**config.mk**
```make
export PLATFORM = sky130hd
export DESIGN_NAME = serial_add_sequencer
export DESIGN_NICKNAME = d
export VERILOG_FILES = /design/src/rtl/serial_add_sequencer.sv
export SDC_FILE = /design/constraint.sdc
export NUM_CORES = 1
export LEC_CHECK = 0
export CAP_MARGIN = 5
export CORE_MARGIN = 1.5
export CORE_UTILIZATION = 44
export DETAILED_ROUTE_END_ITERATION = 7
export PLACE_DENSITY = 0.69
export SETUP_SLACK_MARGIN = 0.4
export SYNTH_ARGS = -nofsm -noshare
export SYNTH_HDL_FRONTEND = slang
export SYNTH_SLANG_ARGS = --single-unit
```
**constraint.sdc**
```tcl
create_clock -name clk -period 1.5 [get_ports clk]
set_input_delay 0.45 -clock clk [delete_from_list [all_inputs] [get_ports clk]]
set_output_delay 0.45 -clock clk [all_outputs]
set_load 0.01 [all_outputs]
```
**src/rtl/serial_add_sequencer.sv**
```systemverilog
// serial_add_sequencer: bit-serial adder controller. A single full_adder cell
// is stepped across a WIDTH-bit addition, LSB first, one bit per clock.
//
// Ports
//   clk        system clock, rising edge
//   rst        synchronous active-high reset
//   in_valid   operands a/b/cin valid          in_ready  can accept operands
//   a, b       WIDTH-bit operands               cin       carry into bit 0
//   out_valid  result valid, held until taken   out_ready consumer accepts result
//   sum        low WIDTH bits of a+b+cin        cout      carry out of MSB
//   ovf        two's-complement overflow        busy      high while adding
//
// WIDTH legal range is 2..64.

// One-bit full adder cell; the only arithmetic in this block.
module full_adder (
  input  logic i_a,
  input  logic i_b,
  input  logic i_cin,
  output logic o_sum,
  output logic o_cout
);
  assign o_sum  = i_a ^ i_b ^ i_cin;
  assign o_cout = (i_a & i_b) | (i_cin & (i_a ^ i_b));
endmodule

module serial_add_sequencer #(
  parameter int unsigned WIDTH = 16
) (
  input  logic             clk,
  input  logic             rst,
  input  logic             in_valid,
  output logic             in_ready,
  input  logic [WIDTH-1:0] a,
  input  logic [WIDTH-1:0] b,
  input  logic             cin,
  output logic             out_valid,
  input  logic             out_ready,
  output logic [WIDTH-1:0] sum,
  output logic             cout,
  output logic             ovf,
  output logic             busy
);

  localparam int unsigned CNT_W = $clog2(WIDTH);

  typedef enum logic [1:0] {
    S_IDLE = 2'd0,
    S_RUN  = 2'd1,
    S_DONE = 2'd2
  } state_t;

  state_t             r_state;
  state_t             w_state_nxt;

  logic [WIDTH-1:0]   r_a_sh;
  logic [WIDTH-1:0]   r_b_sh;
  logic [WIDTH-1:0]   r_sum_sh;
  logic               r_carry_q;
  logic [CNT_W-1:0]   r_cnt;

  logic               r_in_ready;
  logic               r_out_valid;
  logic               r_busy;
  logic [WIDTH-1:0]   r_sum;
  logic               r_cout;
  logic               r_ovf;

  logic               w_fa_sum;
  logic               w_fa_cout;
  logic               w_accept;
  logic               w_last;
  logic [WIDTH-1:0]   w_sum_nxt;

  // Single time-multiplexed adder cell fed from the operand LSBs and carry flop.
  full_adder u_fa (
    .i_a    (r_a_sh[0]),
    .i_b    (r_b_sh[0]),
    .i_cin  (r_carry_q),
    .o_sum  (w_fa_sum),
    .o_cout (w_fa_cout)
  );

  // in_ready is only ever high in IDLE, so this is the accepting edge.
  assign w_accept  = (r_state == S_IDLE) && in_valid;
  assign w_last    = (r_state == S_RUN) && (r_cnt == CNT_W'(WIDTH - 1));
  // Sum bits enter at the MSB; after WIDTH shifts bit 0 lands at position 0.
  assign w_sum_nxt = {w_fa_sum, r_sum_sh[WIDTH-1:1]};

  // State register.
  always_ff @(posedge clk) begin
    if (rst) begin
      r_state <= S_IDLE;
    end else begin
      r_state <= w_state_nxt;
    end
  end

  // Next-state logic.
  always_comb begin
    w_state_nxt = r_state;
    case (r_state)
      S_IDLE: if (in_valid)  w_state_nxt = S_RUN;
      S_RUN:  if (w_last)    w_state_nxt = S_DONE;
      S_DONE: if (out_ready) w_state_nxt = S_IDLE;
      default:               w_state_nxt = S_IDLE;
    endcase
  end

  // Handshake/status flags registered from the next state so they line up with it.
  always_ff @(posedge clk) begin
    if (rst) begin
      r_in_ready  <= 1'b1;
      r_out_valid <= 1'b0;
      r_busy      <= 1'b0;
    end else begin
      r_in_ready  <= (w_state_nxt == S_IDLE);
      r_out_valid <= (w_state_nxt == S_DONE);
      r_busy      <= (w_state_nxt == S_RUN);
    end
  end

  // Operand/carry/sum shifting and result capture.
  always_ff @(posedge clk) begin
    if (rst) begin
      r_a_sh    <= '0;
      r_b_sh    <= '0;
      r_sum_sh  <= '0;
      r_carry_q <= 1'b0;
      r_cnt     <= '0;
      r_sum     <= '0;
      r_cout    <= 1'b0;
      r_ovf     <= 1'b0;
    end else if (w_accept) begin
      r_a_sh    <= a;
      r_b_sh    <= b;
      r_carry_q <= cin;
      r_cnt     <= '0;
    end else if (r_state == S_RUN) begin
      r_a_sh    <= {1'b0, r_a_sh[WIDTH-1:1]};
      r_b_sh    <= {1'b0, r_b_sh[WIDTH-1:1]};
      r_sum_sh  <= w_sum_nxt;
      r_carry_q <= w_fa_cout;
      r_cnt     <= r_cnt + CNT_W'(1);
      if (w_last) begin
        r_sum  <= w_sum_nxt;
        r_cout <= w_fa_cout;
        // Carry into the MSB differs from carry out of it on signed overflow.
        r_ovf  <= r_carry_q ^ w_fa_cout;
      end
    end
  end

  assign in_ready  = r_in_ready;
  assign out_valid = r_out_valid;
  assign busy      = r_busy;
  assign sum       = r_sum;
  assign cout      = r_cout;
  assign ovf       = r_ovf;

endmodule
```
# After elaboration in Yosys (flattened, before gate mapping)
# Index checks and enable logic that the tools add are counted.
[op_classes]
reduce_logical = 8
addsub = 1
bitwise = 7
muxes = 10
n_eq_ne = 5
[ops]
columns = ["op", "n"]
rows = [
  ["16-bit 2-to-1 mux", 4],
  ["2-bit 2-to-1 mux", 3],
  ["2-bit one-hot mux with 3 select lines", 1],
  ["4-bit by 1-bit adder with 4-bit output (second input constant)", 1],
  ["2-bit by 1-bit equality test with 1-bit output (second input constant)", 2],
  ["2-bit equality test (second input constant)", 2],
  ["4-bit equality test (second input constant)", 1],
  ["2-bit zero test", 2],
  ["3-bit AND reduction", 1],
  ["1-bit bitwise XOR", 3],
  ["1-bit AND", 2],
  ["1-bit logical AND", 2],
  ["1-bit 2-to-1 mux", 2],
  ["2-bit AND reduction", 1],
  ["2-bit nonzero test", 1],
  ["2-bit OR reduction", 1],
  ["1-bit inverter", 1],
  ["1-bit bitwise OR", 1],
]
[word_totals]
elab_cells = 43
regBits = 76
in_bits = 37

# Longest topological paths before layout
[depth]
word_depth = 5
mapped_depth = 6

# Modules after synthesis
# A second synthesis with hierarchy kept.
[unflattened]
hier_cells = 348
hier_area_um2 = 3015.4
[by_module_without_submodules]
columns = ["mod", "cells_per_inst", "n_inst", "area_per_inst_um2"]
rows = [
  ["serial_add_sequencer", 347, 1, 2995.4],
  ["full_adder", 1, 1, 20.0],
]

# Worst setup path after synthesis
# Ideal clock, no wire load.
[synth_timing]
path_kind = "register -> register"
start = "register r_carry_q"
end = "register r_ovf, in the netlist ovf"
path_stages_with_launch = 6
slack_ps = 141
arrival_ps = 1242
synth_period_minus_slack_ps = 1359
required_ps = 1384
path_cell_list = "dfxtp_1 -> inv_1 -> fa_1 -> xor2_1 -> nor4_1 -> a31o_2"
[synth_via]
elab_chain_len = 3
[synth_rtl]
columns = ["element", "line_no", "source"]
rows = [
  ["from (decl)", "59", "logic r_carry_q;"],
  ["from (signal assigned)", "137", "r_carry_q <= cin;"],
  ["from (signal assigned)", "143", "r_carry_q <= w_fa_cout;"],
  ["1-bit AND", "24", "assign o_cout = (i_a & i_b) | (i_cin & (i_a ^ i_b));"],
  ["1-bit bitwise OR", "24", ""],
  ["1-bit bitwise XOR (*)", "149", "r_ovf <= r_carry_q ^ w_fa_cout;"],
  ["to (signal assigned)", "149", ""],
  ["to (decl)", "67", "logic r_ovf;"],
]
# Mark *: on every way between the ends. The rest lies on a longest branch, timed or not.
# A chain may end at the register's enable or synchronous reset.

# Final worst setup path
[layout_timing]
start = "register r_a_sh[0]"
end = "register r_carry_q"
[layout_via]
elab_chain_len = 5
word_cells_on_any_way = 6
classes_between = "mux: 2; bitwise: 4"
[layout_rtl]
columns = ["element", "line_no", "source"]
rows = [
  ["from (decl)", "56", "logic [WIDTH-1:0] r_a_sh;"],
  ["from (signal assigned)", "140", "r_a_sh <= {1'b0, r_a_sh[WIDTH-1:1]};"],
  ["1-bit bitwise XOR", "24", ""],
  ["1-bit AND", "24", ""],
  ["1-bit bitwise OR (*)", "24", ""],
  ["1-bit 2-to-1 mux (*)", "139", "end else if (r_state == S_RUN) begin"],
  ["1-bit 2-to-1 mux (*)", "134", "end else if (w_accept) begin"],
]
# Mark *: on every way between the ends. The rest lies on a longest branch, timed or not. The select of a mux whose other input is x is not followed.

==> impl_metrics.json <==
{
  "critical_path_class": "reg -> reg",
  "worstPathMaxFanout": 2,
  "multi_input_area_um2": 1920,
  "drive_gt1_share_pct": 50.5,
  "worst_slew_pin_slew_ns": 0.268,
  "power_leakage_uw": 0.00205,
  "gr-total-overflow": 0,
  "die_x_um": 86.0,
  "ys_ff_latch": 75,
  "port_buffers": 57,
  "rsz0062_at_grt": "yes",
  "cts_tree": "done",
  "swShare_pct": 28.9,
  "startpoint": "r_a_sh[0]",
  "endpoint_kind": "register",
  "synth_ff_type": "dfxtp_1",
  "cts_buffers": 9,
  "min_from": "r_a_sh[7]",
  "syn_inst": 370,
  "drv_slew": 0,
  "ys_types": 36,
  "setup_ws_ns": 0.107,
  "cellPowerDensity_nw_per_um2": 927,
  "clk_latency_ns": 0.37,
  "rows": 30,
  "syn-cell-area_um2": 3030,
  "min_path_type": "reg -> reg",
  "ys_top_cells_by_area": "dfxtp_1 50%, a21oi_1 15%, o21ai_0 7.6%",
  "antenna_cells": 0,
  "clock_tree.buffer_depth": 2,
  "r2r-start": "r_a_sh[0]",
  "cap_violations": 0,
  "area_growth_pct": 71.0,
  "relSlewSlack_pct": 82.0,
  "clock-sinks": 75,
  "ff2ff_setup_slack_ns": 0.11,
  "final_util_pct": 77.1,
  "intPower_uw": 3410,
  "grt_usage_pct": 25.3,
  "first_pass_iters": 4,
  "startpoint_type": "register",
  "grt_max_degree": 19,
  "cts-root-buf": "clkbuf_8",
  "fin_worst_skew_ns": 0.0214,
  "grt_pass1_vias": 2966,
  "dp_slack_ns": -0.367,
  "place_congestion": 0.736,
  "final_nets": 505,
  "yosysTopAreaCell": "dfxtp_1",
  "fillCellCount": 428,
  "wl_per_cell_um": 20.5,
  "period_minus_slack_ns": 1.39,
  "clkPwrFrac_pct": 34.0,
  "seqPwrFrac_pct": 45.2,
  "setup-tns-final_ns": 0,
  "synth_nets": 409,
  "htreeDepth": 3,
  "synthTopCellsByCount": "91 x a21oi_1, 75 x dfxtp_1, 61 x nand2_1, 46 x o21ai_0, 15 x nand4_1",
  "syn_avg_cell_area_um2": 8.19,
  "post-synth-top-count-cell": "a21oi_1",
  "synthArstFlopShare_pct": 0,
  "hold_violations": 0,
  "initial_core_util_pct": 45.1,
  "critPathArrivalTime_ns": 1.68,
  "fin_crit_sh_pct": 92.9,
  "yosys_warnings": 0,
  "synth_top_area_share_pct": 49.6,
  "synth-edff-count": 0,
  "postRouteAntennaNets": 0,
  "hpwl_mm": 4.75,
  "power_frac_comb_pct": 20.8,
  "setup-violations-final": 0,
  "finalPower_uw": 4800,
  "worstPathRequired_ns": 1.78,
  "grt_pass1_wl_mm": 14.4,
  "peakVddDrop_mv": 0.640,
  "drt_iter0_markers": 217,
  "status": "finished, final reports clean",
  "die-area_um2": 7390,
  "path_clk_slew_ns": 0.08,
  "drc_errors": 0,
  "core-area_um2": 6720,
  "cts_hold_buffers": 0,
  "num_io_pins": 58,
  "antenna_found_initial": 0,
  "p_sw_uw": 1390,
  "via_count": 3331,
  "seq_area_frac_synth_pct": 49.6,
  "seq_area_um2": 1550,
  "vias_per_cell": 6.05,
  "max_freq_ghz": 0.718,
  "routed_wl_mm": 11.3,
  "die_y_um": 86.0
}
routing by layer:
| layer | vias up | GRT usage (%) | part of all wire [%] |
|---|---|---|---|
| met5 | - | 0 | 0 |
| met4 | 0 | 14.4 | 5.4 |
| met3 | 44 | 5.00 | 5.5 |
| met2 | 159 | 43.7 | 52 |
| met1 | 1630 | 29.3 | 37 |
| li1 | 1498 | - | - |
final cells by class:
type | count | share of cell area, %
Clock buffer | 10 | 2.66
Clock inverter | 6 | 1.23
Inverter | 6 | 0.531
Multi-Input combinational cell | 259 | 37.0
Sequential cell | 75 | 29.8
Tap cell | 80 | 1.93
Timing Repair Buffer | 115 | 26.8
through the flow:
stage,instance area [um2],cells,hold WS [ns]
after floorplan,3120,370,0.430
after CTS,4500,535,0.451
final,5180,551,0.451
after detailed placement,3770,496,0.444
after global routing,5180,551,0.474
after global placement,3770,496,0.436
cells in the final DEF (no fill, tap or decap), types with 3 or more instances in the layout:
cell,n
a211oi_2,4
a21oi_1,60
a21oi_2,25
a21oi_4,6
buf_12,10
buf_16,7
buf_2,3
buf_4,26
buf_6,29
clkbuf_16,3
clkbuf_8,10
clkdlybuf4s50_1,34
dfxtp_1,48
dfxtp_2,23
dfxtp_4,4
inv_2,3
nand2_1,31
nand2_2,8
nand2_4,22
nand3_2,3
nand4_1,15
nor3_1,3
o21ai_0,18
o21ai_1,9
o21ai_2,22
or3b_4,4
worst max-delay path, cell delays in order, from the launching register on:
cell and delay (ns):
dfxtp_2 0.35, inv_2 0.06, fa_2 0.42, buf_4 0.16
nand2_1 0.09, o21ai_1 0.09, a21oi_1 0.16
worst paths after layout:
check,endpoint,cells after the start
min reg2reg,r_a_sh[6],2
max reg2reg,r_carry_q,6
min,r_a_sh[6],2
max,r_carry_q,6
repair_timing:
item | 4_1_cts | 5_1_grt
gates cloned | 10 | 3
pin swaps | 7 | 53
setup endpoints to repair | 96 | 96
gates resized for setup | 169 | 135
setup buffers | 13 | 13
registers in the layout, summed over array words and instances, names as in the netlist, 2 cells and up:
name / count
r_a_sh: 16
sum: 16
r_sum_sh: 15
r_state: 2
r_b_sh: 16
r_cnt: 4
logic make-up after synthesis:
group / Yosys count / synth area share (%)
DFF: 75 / 49.6
adders and majority gates: 2 / 1.07
AOI/OAI and AO/OA: 152 / 26.2
xor gates and xnor gates: 3 / 0.868
and+or+nand+nor: 98 / 15.7
buffers and inverters: 39 / 6.28
muxes: 1 / 0.330
power groups by stage:
stage	sequential [uW]	combinational (uW)	clock [uW]
2_1_floorplan	2170	332	0
3_3_place_gp	2180	508	0
3_5_place_dp	2190	518	0
4_1_cts	2140	733	1590
5_1_grt	2180	1040	1730
6_report	2170	998	1630
Note: power is estimated with default switching activity, not from simulation.
